`src/rtl/ldpc_err_mask_gen_if.sv`:
```
// ldpc_err_mask_gen_if: frame request/CSR inputs and mask/codeword results of the error-mask generator
//   master: start, cword_in, seed_load, seed, threshold, max_errs -> ; <- err_mask, q0_1, err_count, busy, done
//   slave : mirror of master
interface ldpc_err_mask_gen_if #(
    parameter int NN    = 208,
    parameter int THR_W = 16,
    parameter int CNT_W = $clog2(NN + 1)
);
    logic             start;
    logic [NN-1:0]    cword_in;
    logic             seed_load;
    logic [31:0]      seed;
    logic [THR_W-1:0] threshold;
    logic [CNT_W-1:0] max_errs;
    logic [NN-1:0]    err_mask;
    logic [NN-1:0]    q0_1;
    logic [CNT_W-1:0] err_count;
    logic             busy;
    logic             done;
    modport master (
        output start, cword_in, seed_load, seed, threshold, max_errs,
        input  err_mask, q0_1, err_count, busy, done
    );
    modport slave (
        input  start, cword_in, seed_load, seed, threshold, max_errs,
        output err_mask, q0_1, err_count, busy, done
    );
endinterface

```
`src/rtl/ldpc_err_mask_gen.sv`:
```
// ldpc_err_mask_gen: serial LFSR-driven error mask generator that corrupts a latched LDPC codeword
//   wb_clk_i, wb_rst_i : clock, synchronous active-high reset
//   bus (slave)        : start/cword_in/seed_load/seed/threshold/max_errs in; err_mask/q0_1/err_count/busy/done out
module ldpc_err_mask_gen #(
    parameter int NN    = 208,
    parameter int THR_W = 16,
    parameter int CNT_W = $clog2(NN + 1)
) (
    input logic                wb_clk_i,
    input logic                wb_rst_i,
    ldpc_err_mask_gen_if.slave bus
);
    localparam int IDX_W = $clog2(NN + 1);
    typedef enum logic [1:0] {IDLE, GEN, DONE} state_t;
    state_t           state_q, state_d;
    logic [31:0]      lfsr_q, lfsr_d, lfsr_nxt;
    logic [NN-1:0]    mask_q, mask_d, cword_q, cword_d;
    logic [CNT_W-1:0] cnt_q, cnt_d;
    logic [IDX_W-1:0] idx_q, idx_d;
    logic             flip;
    // Galois step, right-shifting, taps x^32+x^22+x^2+x+1
    assign lfsr_nxt = (lfsr_q >> 1) ^ (lfsr_q[0] ? 32'h8020_0003 : 32'h0);
    // the cap gates flips only; the LFSR keeps running so the sequence is cap-independent
    assign flip = (lfsr_q[THR_W-1:0] < bus.threshold) && (bus.max_errs == '0 || cnt_q < bus.max_errs);
    always_comb begin
        state_d = state_q;
        lfsr_d  = lfsr_q;
        mask_d  = mask_q;
        cword_d = cword_q;
        cnt_d   = cnt_q;
        idx_d   = idx_q;
        case (state_q)
            IDLE: begin
                if (bus.seed_load) lfsr_d = (bus.seed == '0) ? 32'h1 : bus.seed;
                if (bus.start) begin
                    cword_d = bus.cword_in;
                    mask_d  = '0;
                    cnt_d   = '0;
                    idx_d   = '0;
                    state_d = GEN;
                end
            end
            GEN: begin
                mask_d[idx_q] = flip;
                cnt_d         = cnt_q + CNT_W'(flip);
                lfsr_d        = lfsr_nxt;
                idx_d         = idx_q + 1'b1;
                state_d       = (idx_q == IDX_W'(NN - 1)) ? DONE : GEN;
            end
            DONE:    state_d = IDLE;
            default: state_d = IDLE;
        endcase
    end
    always_ff @(posedge wb_clk_i) begin
        if (wb_rst_i) begin
            state_q <= IDLE;
            lfsr_q  <= 32'h1;
            mask_q  <= '0;
            cword_q <= '0;
            cnt_q   <= '0;
            idx_q   <= '0;
        end else begin
            state_q <= state_d;
            lfsr_q  <= lfsr_d;
            mask_q  <= mask_d;
            cword_q <= cword_d;
            cnt_q   <= cnt_d;
            idx_q   <= idx_d;
        end
    end
    assign bus.err_mask  = mask_q;
    assign bus.q0_1      = cword_q ^ mask_q;
    assign bus.err_count = cnt_q;
    assign bus.busy      = (state_q == GEN);
    assign bus.done      = (state_q == DONE);
endmodule

```
`src/flat_wrapper.sv`:
```
// flat-port wrapper written by rule: the top's interface ports become plain ports
module ldpc_err_mask_gen_flat 
#(
    parameter int NN    = 208,
    parameter int THR_W = 16,
    parameter int CNT_W = $clog2(NN + 1)
)
  (wb_clk_i, wb_rst_i, bus_start, bus_cword_in, bus_seed_load, bus_seed, bus_threshold, bus_max_errs, bus_err_mask, bus_q0_1, bus_err_count, bus_busy, bus_done);
  ldpc_err_mask_gen_if #(.NN(NN), .THR_W(THR_W), .CNT_W(CNT_W)) bus_i ();
  input logic wb_clk_i;
  input logic wb_rst_i;
  input wire logic [$bits(bus_i.start)-1:0] bus_start;
  input wire logic [$bits(bus_i.cword_in)-1:0] bus_cword_in;
  input wire logic [$bits(bus_i.seed_load)-1:0] bus_seed_load;
  input wire logic [$bits(bus_i.seed)-1:0] bus_seed;
  input wire logic [$bits(bus_i.threshold)-1:0] bus_threshold;
  input wire logic [$bits(bus_i.max_errs)-1:0] bus_max_errs;
  output wire logic [$bits(bus_i.err_mask)-1:0] bus_err_mask;
  output wire logic [$bits(bus_i.q0_1)-1:0] bus_q0_1;
  output wire logic [$bits(bus_i.err_count)-1:0] bus_err_count;
  output wire logic [$bits(bus_i.busy)-1:0] bus_busy;
  output wire logic [$bits(bus_i.done)-1:0] bus_done;
  assign bus_i.start = bus_start;
  assign bus_i.cword_in = bus_cword_in;
  assign bus_i.seed_load = bus_seed_load;
  assign bus_i.seed = bus_seed;
  assign bus_i.threshold = bus_threshold;
  assign bus_i.max_errs = bus_max_errs;
  assign bus_err_mask = bus_i.err_mask;
  assign bus_q0_1 = bus_i.q0_1;
  assign bus_err_count = bus_i.err_count;
  assign bus_busy = bus_i.busy;
  assign bus_done = bus_i.done;
  ldpc_err_mask_gen #(.NN(NN), .THR_W(THR_W), .CNT_W(CNT_W)) u_core (.wb_clk_i(wb_clk_i), .wb_rst_i(wb_rst_i), .bus(bus_i));
endmodule
```
`config.mk`:
```
export PLATFORM = sky130hd
export DESIGN_NAME = ldpc_err_mask_gen_flat
export DESIGN_NICKNAME = d
export VERILOG_FILES = /design/src/rtl/ldpc_err_mask_gen_if.sv /design/src/rtl/ldpc_err_mask_gen.sv /design/src/flat_wrapper.sv
export SDC_FILE = /design/constraint.sdc
export NUM_CORES = 1
export LEC_CHECK = 0
export ABC_AREA = 1
export CORE_AREA = 5 5 266 268
export CTS_CLUSTER_DIAMETER = 200
export DETAILED_ROUTE_END_ITERATION = 8
export DIE_AREA = 0 0 271 273
export PLACE_DENSITY = 0.59
export SETUP_SLACK_MARGIN = 0.3
export SYNTH_ARGS = -nofsm -noshare
export SYNTH_HDL_FRONTEND = slang
export SYNTH_SLANG_ARGS = --single-unit
```
`constraint.sdc`:
```
create_clock -name wb_clk_i -period 2.66 [get_ports wb_clk_i]
set_input_delay 0.532 -clock wb_clk_i [delete_from_list [all_inputs] [get_ports wb_clk_i]]
set_output_delay 0.532 -clock wb_clk_i [all_outputs]
set_load 0.05 [all_outputs]
```
### Word level (Yosys, flattened, before mapping)

Index checks and enable logic that the tools add are counted.

| word-level totals | value |
|---|---|
| bits in registers | 466 |
| input bits | 268 |
| output and inout bits | 426 |
| logic and storage cells | 44 |

| cells by class | value |
|---|---|
| add/sub/neg operators | 2 |
| $lt $le $gt $ge | 4 |
| equal/unequal tests | 5 |
| muxes and demuxes | 15 |
| bitwise operators | 2 |
| reductions and logical operators | 10 |

Operator list:

| cell | count |
|---|---|
| $pmux 208 s2 | 1 |
| $bwmux 208 | 1 |
| $mux 208 | 1 |
| $xor 208x208->208 | 1 |
| $mux 32 | 3 |
| $pmux 32 s2 | 1 |
| $logic_not 32->1 | 1 |
| $pmux 8 s2 | 2 |
| $xor 31x32->32 | 1 |
| $lt 16x16->1 | 1 |
| $lt 8x9->1 const B | 1 |
| $add 8x1->8 | 1 |
| $add 8x1->8 const B | 1 |
| $demux 1 s8 | 1 |
| $eq 8x8->1 const B | 1 |
| $ge 8x1->1 const B | 1 |
| $logic_not 8->1 | 1 |
| $lt 8x8->1 | 1 |
| $mux 8 | 1 |
| $reduce_and 2->1 | 3 |
| $mux 2 | 2 |
| $ne 2x2->1 const B | 2 |
| $pmux 2 s2 | 1 |
| $eq 2x1->1 const B | 1 |
| other kinds (6) | 7 |

### Depth between registers and ports, before layout

Gate-level depths: netlist of the first run.

| depth | value |
|---|---|
| depth in word-level cells | 6 |
| depth in mapped cells | 22 |
| mapped depth without buffers | 19 |

### Worst setup path before layout of the first run

OpenSTA, ideal clock, no wires.

| timing | value |
|---|---|
| path type | reg2reg |
| start point | reg u_core.cnt_q[5], in the netlist u_core.bus.err_count[5] |
| end point | reg u_core.cnt_q[6], in the netlist u_core.bus.err_count[6] |
| setup time | 0.118 ns |
| arrival | 2.705 ns |
| slack | -0.164 ns |
| stages on the path, launching flop included | 18 |
| period minus slack after synthesis | 2.824 ns |
| cell sequence | dfxtp_1 -> ha_1 -> a21oi_1 -> nor2_1 -> nor3_1 -> nand2_1 -> nand2_1 -> nand3_1 -> clkbuf_1 -> buf_2 -> inv_1 -> ha_1 -> ha_1 -> nand2_1 -> nor2_1 -> nand3_1 -> nor3_1 -> nor2_1 |

| on the way | value |
|---|---|
| cells in the longest elaborated chain, start to end | 5 |

Ends and longest elaborated chain:

| item | line | source |
|---|---|---|
| start, declared | ldpc_err_mask_gen.sv:18 | `logic [CNT_W-1:0] cnt_q, cnt_d;` |
| start signal, assigned | ldpc_err_mask_gen.sv:67 | `cnt_q <= cnt_d;` |
| $lt 8x8->1 | ldpc_err_mask_gen.sv:24 | `assign flip = (lfsr_q[THR_W-1:0] < bus.threshold) && (bus.max_errs == '0 \|\| cnt_q < bus.max_errs);` |
| $logic_or 1x1->1 | ldpc_err_mask_gen.sv:24 |  |
| $logic_and 1x1->1 | ldpc_err_mask_gen.sv:24 |  |
| $add 8x1->8 (*) | ldpc_err_mask_gen.sv:45 | `cnt_d = cnt_q + CNT_W'(flip);` |
| $pmux 8 s2 (*) | ldpc_err_mask_gen.sv:32 | `case (state_q)` |

Every way passes the cells marked *; elsewhere a longest branch is shown, timed or not.
A chain may end at the register's enable or synchronous reset.

### Final worst setup path of the first run

| timing | value |
|---|---|
| start point | reg u_core.mask_q[15], in the netlist u_core.bus.err_mask[15] |
| end point | out bus_err_mask[15] |

RTL lines:

| item | line | source |
|---|---|---|
| start, declared | ldpc_err_mask_gen.sv:17 | `logic [NN-1:0] mask_q, mask_d, cword_q, cword_d;` |
| start signal, assigned | ldpc_err_mask_gen.sv:65 | `mask_q <= mask_d;` |
| end, declared | flat_wrapper.sv:18 | `output wire logic [$bits(bus_i.err_mask)-1:0] bus_err_mask;` |

No word-level cell between the ends.

==> summary.md, run 1 <==
| Metric | Value |
|---|---|
| Grt ovf | 0 |
| Area of the core | 0.06811 mm2 |
| Leak Pwr | 15.05 nW |
| Nets | 3,807 |
| Vias per cell | 4.757 |
| Layout fillers | 6,976 |
| Post-route setup TNS | 0 ns |
| Max Fclk | 430.4 MHz |
| WP data arrival | 1.79 ns |
| Fin. max-slew vios | 0 |
| Fin Hold WS | 0.4294 ns |
| N_diodes | 0 |
| Nature of the critical path endpoint | primary output |
| Root Driver | clkbuf_16 |
| Ys Warns | 0 |
| Worst-Skew Late Latency | 0.61 ns |
| Mean Syn Cell Area | 7.404 um2 |
| Startpoint Class | register |
| Sequential-to-total area share from yosys stat | 0.4430 |
| Hold depth | 3 |
| Post-synthesis compound-gate area fraction | 0.1823 |
| Number of global-route vias before repair | 19,830 |
| FF+latch area | 0.009343 mm2 |
| Status | completed |
| Routability cong. | 0.8208 |
| Post-Route Utilization | 0.4545 |
| Post-synth top area share | 0.4430 |
| Clock-pin slew on the worst setup and hold paths | 0.06 ns |
| Number of synthesized register bits | 466 |
| R2R cell count | 10 |
| DP HPWL | 66.01 mm |
| Synth Area in XOR/XNOR | 0.08735 |
| Final Hold Viols | 0 |
| H-Tree Depth | 2 |
| Wire length per cell | 20.19 um |
| Std cell rows | 96 |
| Overall routed net length | 89.57 mm |
| Die area | 0.07398 mm2 |
| DRT iter0 DRCs | 1,325 |
| Worst Path Max Fanout | 2 |
| Slew Limit Headroom | 0.4327 |
| Final period util | 0.8734 |
| Mapped Area | 0.02106 mm2 |
| First-pass GRT wire length | 129.6 mm |
| Setup WS post-layout | 0.3366 ns |
| RSZ-0062 raised after global routing | true |
| Cells after synthesis | 2,844 |
| Clock skew | 0.02206 ns |
| Critical-path top delay cell | clkdlybuf4s15_1 |
| Worst path top cell family by delay | buffers and inverters |
| Post-synthesis adder-cell area fraction | 0.01664 |
| Final Power | 18.89 mW |
| Post-synth cell types | 36 |
| I/O Buffers | 693 |
| Slew @ Worst Pin | 0.8488 ns |
| Pin count of the biggest net entering global routing | 80 |
| Via count | 21,100 |
| Power per cell area | 610.4 mW/mm2 |
| HP Class | in -> reg |
| Synth Area in Simple Gates | 0.1986 |
| CTS tree | built |
| Share of layout cells above drive strength 1 | 0.09285 |
| GRT Total Usage | 0.2269 |
| Area of the multi-input gates | 0.01039 mm2 |
| Max VDD drop | 0.0004450 V |
| Critical-path cell list | buf_4 > clkdlybuf4s15_1 |
| Post-synthesis mux area share | 0 |
| IO Pins | 694 |
| Setup CP Type | reg -> out |
| Pre-CTS WS | -0.3323 ns |
| Die X | 271 um |
| Post-synth top area cell | dfxtp_1 |
| CTS Buf Count | 55 |
| Crit path time final | 2.323 ns |
| Drt first pass iters | 5 |
| Max incr delay on CP | 0.53 ns |
| Initial Util | 0.3092 |
| Clock Sinks | 466 |
| CP Depth | 2 |
| Critical path buffer and inverter count | 2 |
| Max-cap violations | 0 |
| Drt drc | 0 |
| Synthesized Nets | 3,140 |
| Layout area overhead | 47.00% |
| WP data required | 2.13 ns |
| Main combinational cell family by area after synthesis | simple AND/OR/NAND/NOR gates |
| Synth top area cells | dfxtp_1, nor2_1, xor2_1, a21oi_1, o21ai_0 |
| Die Y | 273 um |
| Clk buf depth | 3 |
| Initial antenna violation count | 2 |
| Final setup fails | 0 |
| Post-DRT Antenna Nets | 0 |
[power by group]
group / switching (mW) / internal [mW] / leakage, nW
registers: 0.227 / 7.31 / 3.82
logic: 2.22 / 1.14 / 10.3
clock network: 3.11 / 4.89 / 0.953
total: 5.56 / 13.3 / 15.1
[synth_stat cells (all sizes together)]
cell / count
clkbuf: 114
nor3: 19
o311ai: 1
buf: 54
xnor2: 1
o211ai: 3
nand2: 230
nor4: 2
nand4: 3
a32o: 3
or2: 74
a21oi: 349
inv: 216
nor2: 666
ha: 28
xor2: 209
nand3: 22
o21ai: 341
dfxtp: 466
a31oi: 1
a22oi: 39
o211a: 1
o21bai: 1
a211oi: 1
[tightest hold or removal path, stage by stage]
cell	delay, ns
buf_4	0.30
a21oi_1	0.07
o21ai_0	0.07
[worst paths after layout]
path / end / from / slack [ns]
worst max-delay path: bus_err_mask[15] / u_core.bus.err_mask[15] / 0.34
worst min-delay path: u_core.lfsr_q[0] / wb_rst_i / 0.43
worst max register to register: u_core.bus.err_mask[43] / u_core.lfsr_q[11] / 0.45
worst min register to register: u_core.lfsr_q[21] / u_core.lfsr_q[21] / 0.52
[per-layer routing]
metal | vias to the layer above | track usage | part of all wire
met4 | 2 | 0.05769 | 0.025
met1 | 9750 | 0.2900 | 0.42
met2 | 715 | 0.3934 | 0.49
met3 | 123 | 0.04530 | 0.065
li1 | 10510 | - | -
met5 | - | 0 | 0.000078
[layout make-up]
type	instances	share of cell area
clock buffers	87	0.05550
clock inverters	13	0.006872
repair buffers	778	0.2373
flip-flops and latches	466	0.3018
multi-input cells	1994	0.3358
well taps	882	0.03565
inverters	216	0.02708
[state kept, by name, indices dropped and copies added (netlist names)]
register and cells:
u_core.bus.err_count 8, u_core.cword_q 208, u_core.lfsr_q 32, u_core.idx_q 8, u_core.bus.err_mask 208, u_core.state_q 2
[timing repair]
action | 4_1_cts | 5_1_grt
setup endpoints to repair | 443 | 153
resized for setup | 477 | 72
hold buffers | 0 | 0
buffers inserted | 2 | 0
cloned | 0 | 1
endpoints found under the hold margin | 0 | 0
pin swaps | 1 | 5
[cell families after synthesis]
family / after synthesis
xor+xnor: 210
fa+ha+maj: 28
simple gates: 1016
compound gates: 740
flops: 466
buf+inv: 384
[through the flow]
step / cells / cell area, um2
2_1_floorplan: 2844 / 21210
3_3_place_gp: 4333 / 29460
3_5_place_dp: 4333 / 29460
4_1_cts: 4435 / 30950
5_1_grt: 4436 / 30950
6_report: 4436 / 30950
[placed cells by master (no fill, tap or decap), drive strengths merged, types with 5 or more instances in the layout]
cell,instances
bufinv,5
buf,89
o21ai,341
clkinv,7
dlygate4sd2,362
nand3,22
dfxtp,466
a21oi,349
inv,217
nor3,19
clkdlybuf4s15,37
or2,74
ha,28
nor2,666
xor2,209
clkdlybuf4s50,265
clkbuf,111
a22oi,39
nand2,230
No activity file was read; power rests on OpenSTA's default activity.
==> run 2: changes to the inputs <==
--- a/config.mk
+++ b/config.mk
@@ -10,7 +10,7 @@
 export CTS_CLUSTER_DIAMETER = 200
 export DETAILED_ROUTE_END_ITERATION = 8
 export DIE_AREA = 0 0 271 273
-export PLACE_DENSITY = 0.59
+export PLACE_DENSITY = 0.57
 export SETUP_SLACK_MARGIN = 0.3
 export SYNTH_ARGS = -nofsm -noshare
 export SYNTH_HDL_FRONTEND = slang
==> constraint.sdc (replaced) <==
create_clock -name wb_clk_i -period 2.9 [get_ports wb_clk_i]
set_input_delay 0.58 -clock wb_clk_i [delete_from_list [all_inputs] [get_ports wb_clk_i]]
set_output_delay 0.58 -clock wb_clk_i [all_outputs]
set_load 0.05 [all_outputs]
==> run 2 against run 1 <==
  * Global-route usage is essentially flat
  * Critical path depth shrank 1
  * Core utilization shrank 0.15 points
  * Setup slack gained 0.0061 ns
  * Critical endpoint is now bus_err_mask[3]
  * Routed wire length shrank 0.32%
  * Non-clock buffer count shrank 20
==> summary.md, run 2 (synthesis gave the netlist of run 1 again) <==
| Metric | Value |
|---|---|
| WP data required | 2.32 ns |
| IO Pins | 694 |
| Std cell rows | 96 |
| Setup WS post-layout | 0.3427 ns |
| Max incr delay on CP | 0.87 ns |
| WP data arrival | 1.98 ns |
| Startpoint Class | register |
| H-Tree Depth | 2 |
| Grt ovf | 0 |
| DP HPWL | 65.44 mm |
| Nature of the critical path endpoint | primary output |
| Final Power | 17.10 mW |
| Worst R2R Start | u_core.idx_q[0] |
| Vias per cell | 4.774 |
| R2R cell count | 9 |
| Drt drc | 0 |
| Overall routed net length | 89.28 mm |
| CP Launch Point | u_core.bus.err_mask[3] |
| Critical-path top delay cell | clkdlybuf4s50_1 |
| Power per cell area | 554.3 mW/mm2 |
| R2R Setup Slk | 0.57 ns |
| Setup CP Type | reg -> out |
| Final setup fails | 0 |
| Leak Pwr | 14.16 nW |
| I/O Buffers | 693 |
| Slew @ Worst Pin | 0.8162 ns |
| Max Fclk | 391.0 MHz |
| CTS Buf Count | 56 |
| Final period util | 0.8818 |
| Post-CTS Setup Repair Bufs | 0 |
| Die Y | 273 um |
| DRT iter0 DRCs | 1,463 |
| RR Endpoint | u_core.bus.err_mask[192] |
| Nets | 3,788 |
| Slew Limit Headroom | 0.4553 |
| Most frequent cells in the layout | nor2_1, clkdlybuf4s50_1, dfxtp_1 |
| CTS tree | built |
| Crit path time final | 2.557 ns |
| Clock skew | 0.02348 ns |
| Via count | 21,100 |
| Routability cong. | 0.8479 |
| Post-DRT Antenna Nets | 0 |
| Worst-Skew Late Latency | 0.62 ns |
| Clock Sinks | 466 |
| # resized after CTS | 209 |
| RSZ-0062 raised after global routing | false |
| Clk buf depth | 3 |
| Worst Path Max Fanout | 3 |
| Final Hold Viols | 0 |
| Initial antenna violation count | 3 |
| HP Class | in -> reg |
| Critical-path cell list | clkdlybuf4s50_1 |
| Hold buffer count at cts | 0 |
| Layout area overhead | 46.53% |
| Initial Util | 0.3092 |
| Die X | 271 um |
| Drt first pass iters | 5 |
| Clock-pin slew on the worst setup and hold paths | 0.06 ns |
| Critical path buffer and inverter count | 1 |
| End point of the critical path | bus_err_mask[3] |
| Die area | 0.07398 mm2 |
| Pre-CTS WS | -0.1117 ns |
| Max VDD drop | 0.0005476 V |
| First-pass GRT wire length | 129.7 mm |
| Wire length per cell | 20.20 um |
| Status | completed |
| Worst path top cell family by delay | buffers and inverters |
| Share of layout cells above drive strength 1 | 0.06765 |
| GRT Total Usage | 0.2271 |
| Leading cell type in the layout, fill and taps excluded | nor2_1 |
| Root Driver | clkbuf_16 |
| Max-cap violations | 0 |
| CP Depth | 1 |
| Pin count of the biggest net entering global routing | 96 |
| Number of global-route vias before repair | 19,980 |
| Area of the core | 0.06811 mm2 |
| Fin. max-slew vios | 0 |
## run 2: cell count changes in the layout (fill, tap and decap cells not counted), sizes merged
| cell | delta |
|---|---|
| bufinv | -1 |
| buf | -22 |
| diode | +4 |
| clkdlybuf4s15 | -37 |
| dlymetal6s2s | +11 |
| clkbuf | -28 |
| dlygate4sd2 | -155 |
| inv | +2 |
| clkdlybuf4s50 | +206 |
| clkinvlp | +3 |
## run 2: where the power goes
group | total (mW) | switching, mW | internal, mW
combinational | 3.03 | 2.02 | 1.01
clock | 7.16 | 2.92 | 4.25
sequential | 6.91 | 0.206 | 6.70
total | 17.1 | 5.14 | 12.0
## run 2: worst min-delay path by stage
stage	from	slack, ns	end	depth (start not counted)
floorplan	u_core.lfsr_q[21]	0.47	u_core.lfsr_q[21]	2
global placement	u_core.lfsr_q[21]	0.49	u_core.lfsr_q[21]	2
detailed placement	u_core.lfsr_q[21]	0.49	u_core.lfsr_q[21]	2
CTS	wb_rst_i	0.42	u_core.lfsr_q[0]	3
global route	wb_rst_i	0.46	u_core.lfsr_q[0]	3
finish	wb_rst_i	0.45	u_core.lfsr_q[0]	3
## run 2: layer usage
layer | up-vias | part of all wire | wire length, um | GRT usage
met3 | 149 | 0.068 | 6051 | 0.05022
met4 | 0 | 0.032 | 2843 | 0.07292
li1 | 10460 | - | - | -
met2 | 735 | 0.48 | 43140 | 0.3891
met1 | 9749 | 0.42 | 37250 | 0.2850
met5 | - | 0 | 0 | 0
## run 2: layout make-up
| type | count | area, um2 |
|---|---|---|
| diodes | 4 | 10.01 |
| clock buffers | 82 | 1630 |
| clock inverters | 17 | 226.5 |
| fillers | 6901 | 37250 |
| inverters | 216 | 825.8 |
| multi-input cells | 1994 | 10290 |
| flip-flops and latches | 466 | 9336 |
| well taps | 882 | 1104 |
| repair buffers | 758 | 7436 |
## run 2: metrics by stage
| step | utilization | std cells | instance area (um2) | setup TNS, ns | hold slack, ns |
|---|---|---|---|---|---|
| 3_5_place_dp | 0.4289 | 4316 | 29210 | -0.2334 | 0.4891 |
| 4_1_cts | 0.4524 | 4415 | 30810 | 0 | 0.4232 |
| 3_3_place_gp | 0.4289 | 4316 | 29210 | -0.1428 | 0.4866 |
| 5_1_grt | 0.4529 | 4416 | 30850 | 0 | 0.4606 |
| 2_1_floorplan | - | 2844 | 21120 | 0 | 0.4678 |
| 6_report | 0.4530 | 4419 | 30850 | 0 | 0.4537 |
==> run 3: changes to the inputs <==
--- a/config.mk
+++ b/config.mk
@@ -12,6 +12,7 @@
 export DIE_AREA = 0 0 271 273
 export PLACE_DENSITY = 0.57
 export SETUP_SLACK_MARGIN = 0.3
+export SLEW_MARGIN = 10
 export SYNTH_ARGS = -nofsm -noshare
 export SYNTH_HDL_FRONTEND = slang
 export SYNTH_SLANG_ARGS = --single-unit
==> results of run 3 <==
Final layout, timing and power as in run 2 (identical DEF).
